[src/rtl/modsub_dual_pipe_pkg.sv]
// Shared constants and types for the dual-mode modular subtract/add pipeline.
package modsub_dual_pipe_pkg;

  localparam int unsigned KYBER_Q     = 3329;
  localparam int unsigned DILITHIUM_Q = 8380417;

  typedef enum logic {
    MODE_KSUB = 1'b0,
    MODE_DADD = 1'b1
  } mode_e;

  // Stage-1 beat. Mode 0 packs {borrow_h, d_h[11:0], borrow_l, d_l[11:0]};
  // mode 1 packs {1'b0, s[24:0]}.
  typedef struct packed {
    logic        valid;
    mode_e       mode;
    logic [25:0] data;
  } s1_beat_t;

endpackage

[src/rtl/modsub_dual_pipe_align_delay.sv]
// Enable-gated shift register with asynchronous active-low clear.
module modsub_dual_pipe_align_delay #(
  parameter int unsigned Width = 24,
  parameter int unsigned Depth = 6
) (
  input  logic             clk_i,
  input  logic             rst_ni,
  input  logic             en_i,
  input  logic [Width-1:0] d_i,
  output logic [Width-1:0] q_o
);

  logic [Width-1:0] hist_q [Depth];

  // Shift one slot per enabled cycle; idle cycles leave the history untouched.
  always_ff @(posedge clk_i or negedge rst_ni) begin
    if (!rst_ni) begin
      for (int i = 0; i < Depth; i++) begin
        hist_q[i] <= '0;
      end
    end else if (en_i) begin
      hist_q[0] <= d_i;
      for (int i = 1; i < Depth; i++) begin
        hist_q[i] <= hist_q[i-1];
      end
    end
  end

  assign q_o = hist_q[Depth-1];

endmodule

[src/rtl/modsub_dual_pipe.sv]
// Two-stage valid/ready pipeline: dual-lane 12-bit subtract mod KQ (mode 0)
// or single 24-bit add mod DQ (mode 1), with an operand-A alignment line.
module modsub_dual_pipe
  import modsub_dual_pipe_pkg::*;
#(
  parameter int unsigned KQ          = KYBER_Q,
  parameter int unsigned DQ          = DILITHIUM_Q,
  parameter int unsigned ALIGN_DEPTH = 6
) (
  input  logic        clk,
  input  logic        rst,
  input  logic        in_valid,
  output logic        in_ready,
  input  logic [23:0] a,
  input  logic [23:0] b,
  input  logic        mode,
  input  logic        sel_align,
  output logic        out_valid,
  input  logic        out_ready,
  output logic [23:0] sum
);

  localparam logic [11:0] KQ_12 = 12'(KQ);
  localparam logic [23:0] DQ_24 = 24'(DQ);
  localparam logic [24:0] DQ_25 = 25'(DQ);

  logic        en;
  logic        accept;
  logic [23:0] a_del;
  logic [23:0] a_eff;
  s1_beat_t    s1_d, s1_q;
  logic        out_valid_q;
  logic [23:0] sum_d, sum_q;

  assign en       = ~out_valid_q | out_ready;
  assign in_ready = en;
  assign accept   = in_valid & en;

  // Raw a is captured on every accepted beat, whether or not it was used.
  modsub_dual_pipe_align_delay #(
    .Width(24),
    .Depth(ALIGN_DEPTH)
  ) u_align (
    .clk_i (clk),
    .rst_ni(rst),
    .en_i  (accept),
    .d_i   (a),
    .q_o   (a_del)
  );

  assign a_eff = sel_align ? a_del : a;

  // Stage-1 next state: raw lane differences with borrow, or 25-bit sum.
  always_comb begin
    s1_d       = '0;
    s1_d.valid = accept;
    s1_d.mode  = mode_e'(mode);
    if (s1_d.mode == MODE_KSUB) begin
      s1_d.data = {{1'b0, a_eff[23:12]} - {1'b0, b[23:12]},
                   {1'b0, a_eff[11:0]}  - {1'b0, b[11:0]}};
    end else begin
      s1_d.data = {1'b0, {1'b0, a_eff} + {1'b0, b}};
    end
  end

  // Stage-1 register; holds while the output is stalled.
  always_ff @(posedge clk or negedge rst) begin
    if (!rst) begin
      s1_q <= '0;
    end else if (en) begin
      s1_q <= s1_d;
    end
  end

  // Stage-2 correction: a single conditional add/subtract of the modulus.
  always_comb begin
    sum_d = '0;
    if (s1_q.mode == MODE_KSUB) begin
      sum_d[23:12] = s1_q.data[25] ? s1_q.data[24:13] + KQ_12 : s1_q.data[24:13];
      sum_d[11:0]  = s1_q.data[12] ? s1_q.data[11:0] + KQ_12  : s1_q.data[11:0];
    end else begin
      // Low 24 bits of (s - DQ) equal s[23:0] - DQ modulo 2^24.
      sum_d = (s1_q.data[24:0] >= DQ_25) ? s1_q.data[23:0] - DQ_24 : s1_q.data[23:0];
    end
  end

  // Output register; bubbles clear out_valid but leave sum untouched.
  always_ff @(posedge clk or negedge rst) begin
    if (!rst) begin
      out_valid_q <= 1'b0;
      sum_q       <= '0;
    end else if (en) begin
      out_valid_q <= s1_q.valid;
      if (s1_q.valid) begin
        sum_q <= sum_d;
      end
    end
  end

  assign out_valid = out_valid_q;
  assign sum       = sum_q;

endmodule

[config.mk]
export PLATFORM = sky130hd
export DESIGN_NAME = modsub_dual_pipe
export DESIGN_NICKNAME = d
export VERILOG_FILES = /design/src/rtl/modsub_dual_pipe_pkg.sv /design/src/rtl/modsub_dual_pipe_align_delay.sv /design/src/rtl/modsub_dual_pipe.sv
export SDC_FILE = /design/constraint.sdc
export NUM_CORES = 1
export LEC_CHECK = 0
export CORE_MARGIN = 2
export CORE_UTILIZATION = 40
export DETAILED_ROUTE_END_ITERATION = 8
export PLACE_DENSITY = 0.61
export REMOVE_ABC_BUFFERS = 1
export SYNTH_ARGS = -nofsm -noshare
export SYNTH_HDL_FRONTEND = slang
export SYNTH_HIERARCHICAL = 1
export SYNTH_SLANG_ARGS = --single-unit
export TNS_END_PERCENT = 1
[constraint.sdc]
create_clock -name clk -period 2.9 [get_ports clk]
set_clock_uncertainty 0.15 [all_clocks]
set_input_delay 0.29 -clock clk [delete_from_list [all_inputs] [get_ports clk]]
set_output_delay 0.29 -clock clk [all_outputs]
set_load 0.03 [all_outputs]
Word level (Yosys, flattened, before mapping)
Index checks and enable logic that the tools add are counted.
- add/subtract/negate cells: 6
- magnitude comparators: 1
- multiplexer cells: 6
- bitwise operators: 3
- reduce and logical (&&, ||, !) cells: 1
- operators with widths (kind ; number):
    two-way mux 24 bit ; 3
    two-way mux 26 bit ; 1
    subtractor 12 x 12 -> 13 bit ; 2
    adder 24 x 24 -> 25 bit ; 1
    >= comparator 25 x 23 -> 1 bit, second input constant ; 1
    adder 12 bit, second input constant ; 2
    two-way mux 12 bit ; 2
    subtractor 24 x 23 -> 24 bit, second input constant ; 1
    AND reduction 2 bit ; 1
    AND 1 bit ; 1
    inverter 1 bit ; 1
    bitwise OR 1 bit ; 1
- bits in registers: 197
- input bits: 54
- output and inout bits: 26
- logic and storage cells: 28

Depth between registers and ports, before layout
- depth after elaboration: 3
- mapped depth: 13
- mapped depth without buffers: 11

Modules after synthesis
Netlist, hierarchy kept.
- modules (own cells, without submodules) (module ; instances ; cells each ; area each (µm²) ; sequential area each (µm²)):
    modsub_dual_pipe ; 1 ; 766 ; 6120.9 ; 1326.3
    modsub_dual_pipe_align_delay ; 1 ; 328 ; 5760.5 ; 3603.5

Worst setup path before layout
Ideal clock, no wire load.
- path kind: input port to flip-flop
- start: input sel_align
- end: register s1_q[24] in the netlist's numbering
- setup time: 0.133 ns
- data arrival time: 3.144 ns
- data required time: 2.617 ns
- slack: -0.527 ns
- stages: 13
- path buffers: 2
- cell sequence: clkbuf_1 buf_1 mux2i_1 inv_1 ha_1 fa_1 nor2b_1 o21ai_0 nand3_1 a31oi_1 a31oi_1 a2111oi_0 nor2_1
- cells in the longest elaborated chain, start to end: 3
- elaborated cells on any way between the ends: 4
- classes of those cells: add/sub (2); mux (2)
- RTL lines (element ; line ; RTL):
    start: declaration ; modsub_dual_pipe.sv:17 ; input logic sel_align,
    two-way mux 24 bit (*) ; modsub_dual_pipe.sv:51 ; assign a_eff = sel_align ? a_del : a;
    adder 24 x 24 -> 25 bit or subtractor 12 x 12 -> 13 bit (tied branches) ; modsub_dual_pipe.sv:62, modsub_dual_pipe.sv:59 ;
    two-way mux 26 bit (*) ; modsub_dual_pipe.sv:58 ; if (s1_d.mode == MODE_KSUB) begin
    end signal: assignment ; modsub_dual_pipe.sv:69 ; s1_q <= '0;
    end signal: assignment ; modsub_dual_pipe.sv:71 ; s1_q <= s1_d;
    end: declaration ; modsub_dual_pipe.sv:31 ; s1_beat_t s1_d, s1_q;
Mark *: on every way between the ends. The rest lies on a longest branch, timed or not.
A chain may end at the register's enable or synchronous reset.

Worst setup path in the final report
- start: input sel_align
- end: register s1_q[12] in the netlist's numbering
- cells in the longest elaborated chain, start to end: 3
- elaborated cells on any way between the ends: 4
- classes of those cells: add/sub (2); mux (2)
- RTL lines (element ; line):
    two-way mux 24 bit (*) ; modsub_dual_pipe.sv:51
    adder 24 x 24 -> 25 bit or subtractor 12 x 12 -> 13 bit (tied branches) ; modsub_dual_pipe.sv:62, modsub_dual_pipe.sv:60
    two-way mux 26 bit (*) ; modsub_dual_pipe.sv:58
Marked as above.

==> run metrics <==
ANT cells=0; Slew headroom=70.28%; Final Hold Vio Count=0; adder-cell share of the synthesized area=6.613%; core area=29480 sq um; Layout Nets=1396; mean post-synth cell area=10.86 sq um; commonest non-fill, non-tap cell in the layout=dfrtp_1; pwr/cell area=roughly 900 nW/um^2; most frequent cells in the layout=197 x dfrtp_1, 163 x buf_4, 105 x mux2_2; maxcap violations=0; Synth Area in Simple Gates=11.06%; Yosys cell types=71; num ports=80; Area Growth Syn to Fin=24.38%; Longest Clk Path Bufs=2; TritonCTS clock tree=built; number of global-route vias before repair=8441; Overflow after GRT=0; DR vias=8438; layout cells sized above 1=about a third; root buf cell=clkbuf_16; Post-route DRC=0; top cell type's share of synthesized area=41.49%; final WL=25890 um; Worst Hold Class=primary input to asynchronous set/reset pin; Placer Congestion=0.8847; Crit Path Max Fanout=7; EDFF count, synth=0; post-synthesis sequential area ratio=41.49%; fmax=0.3574 GHz; Synth Register Bits=197; minimum hold slack=204.3 ps; CTS Buf Count=17; Pleak=6.493 nW; CP Launch Type=primary input; Detailed Route Iter0 Violations=375; WL/cell=15.37 um; Port Buffer Count=79; antenna viol nets, final=0; Setup TNS=0 ps; antenna violations before repair=0; CTS Sinks=197; unrepaired setup endpoints after global routing=yes; crit path DAT=2950 ps; worst vdd ir=0.0003948 V; chip height=176.3 um; final setup vio count=0; mux share of post-synthesis cell area=18.39%; crit end category=flop; first-pass GRT wire length=between 40000 and 50000 um; fin crit share=~96%; gr usage total=17.30%; CP Data Required Time=3060 ps; die width=between 150 and 200 um; area leader, netlist=dfrtp_1; largest net degree at the start of global routing=between 80 and 90; post-synthesis compound-gate area fraction=12.04%; number of core rows=63; Synthesis Warnings=6; first-pass detailed-route iteration total=4; DP HPWL=19730 um; cell area after synthesis=approximately 12000 sq um; top post-synthesis cells by area=dfrtp_1 41%, mux2_2 10%, mux2_4 7.6%; Most used DFF post-synth=dfrtp_1; XOR/XNOR Fraction of Synth Area=under 10%; main combinational cell family by area after synthesis=multiplexers; Min Clock Period, post-route=2798 ps; area of the die=between 30000 and 40000 sq um; Post-synth ARST share=100.0%; H-Tree Level Count=4; clock insertion delay at the later pin of the skew report=440 ps; Mapped Cells=about 1100; WS Path Type=primary input to flop; fin. max-slew vios=0; via density per instance=5.011; Slew @ Worst Pin=444.8 ps; Initial Util=40.30%; status=completed; Clock transition at path regs=70 ps
==> critical path, stage by stage <==
cell	delay, ps
clkdlybuf4s15_1	200
buf_12	160
buf_12	130
mux2i_4	170
buf_4	130
ha_1	200
fa_1	410
nor2b_1	130
o21ai_0	120
a21o_1	220
a21oi_2	230
a2111oi_4	110
buf_4	150
a211oi_1	180
o21ai_0	100
==> what timing repair did <==
item                       4_1_cts  5_1_grt
pin swaps                        7        7
hold endpoints to repair        47        0
resized for setup               28       20
setup endpoints to repair       18       13
cloned                           0        0
hold buffers                     1        0
setup buffers                    4        3
==> per-layer routing <==
layer / up-vias / GRT usage (%) / routed length, um
met5: - / 0 / 0
met4: 0 / 5.682 / 531
met3: 36 / 2.692 / 695
met2: 118 / 26.75 / 11660
met1: 4081 / 24.82 / 13000
li1: 4203 / - / -
==> where the power goes <==
part | internal, mW | switching, mW
Clock | 1.20 | 1.10
Sequential | 3.89 | 0.789
Combinational | 3.32 | 2.98
Total | 8.42 | 4.87
==> registers in the layout, summed over array words and instances (netlist names) <==
register and count:
out_valid 1, sum 24, s1_q 28, u_align/hist_q 120, u_align/q_o 24
==> cells by family after synthesis <==
logic type,after synthesis
xor+xnor,54
fa+ha+maj,61
simple gates,255
buf+inv,135
compound gates,217
flops,197
mux,175
==> synth_stat cells (5+ instances only) <==
library cell    n
nor2_1         73
o21a_1         10
xor2_1         27
nand2b_1       13
a211oi_1        5
ha_1           58
buf_1           5
nand4_1        12
xnor2_1        27
o21ai_0        63
nor3_1         26
a21o_1          5
o31ai_1         5
a21oi_1        49
clkbuf_1       21
o21bai_1        6
buf_2          12
nor4_1          5
a22oi_1         7
nor2b_1        24
and2_1          5
buf_6          13
a31oi_1        12
nand3_1        12
buf_4          26
dfrtp_1       197
o211ai_1        6
mux2_4         60
mux2_2        106
inv_1          52
mux2i_1         9
o22ai_1         5
or2_2           5
nand2_1        57
==> through the flow <==
stage          instance area, sq um  setup slack [ps]  total power, mW  util (%)  std cells
4_1_cts                       14640             33.34            13.30     49.65       1681
3_3_place_gp                  13880            -752.4            10.68     47.08       1644
6_report                      14780             101.8            13.29     50.13       1684
2_1_floorplan                 11310             -3670            8.542         -       1011
5_1_grt                       14780            -44.20            14.25     50.13       1684
3_5_place_dp                  13880            -783.3            10.81     47.08       1644
==> cell type report <==
type | instances | area (sq um)
Tap cell | 390 | 488.0
Sequential cell | 197 | 4930
Inverter | 52 | 195.2
Clock inverter | 15 | 141.4
Multi-Input combinational cell | 762 | 6427
Fill cell | 2708 | 14700
Timing Repair Buffer | 251 | 2171
Clock buffer | 17 | 425.4
==> path summary, 6_finish.rpt <==
check | from | end | slack, ps | cells after the start
min | rst | u_align/hist_q[117] | 200 | 2
max reg2reg | u_align/q_o[8] | s1_q[12] | 130 | 11
min reg2reg | sum[1] | sum[1] | 330 | 2
min in group clk | sum[1] | sum[1] | 330 | 2
max | sel_align | s1_q[12] | 100 | 15
max in group asynchronous | rst | u_align/hist_q[53] | 1630 | 3
(Power assumes the default switching activity.)
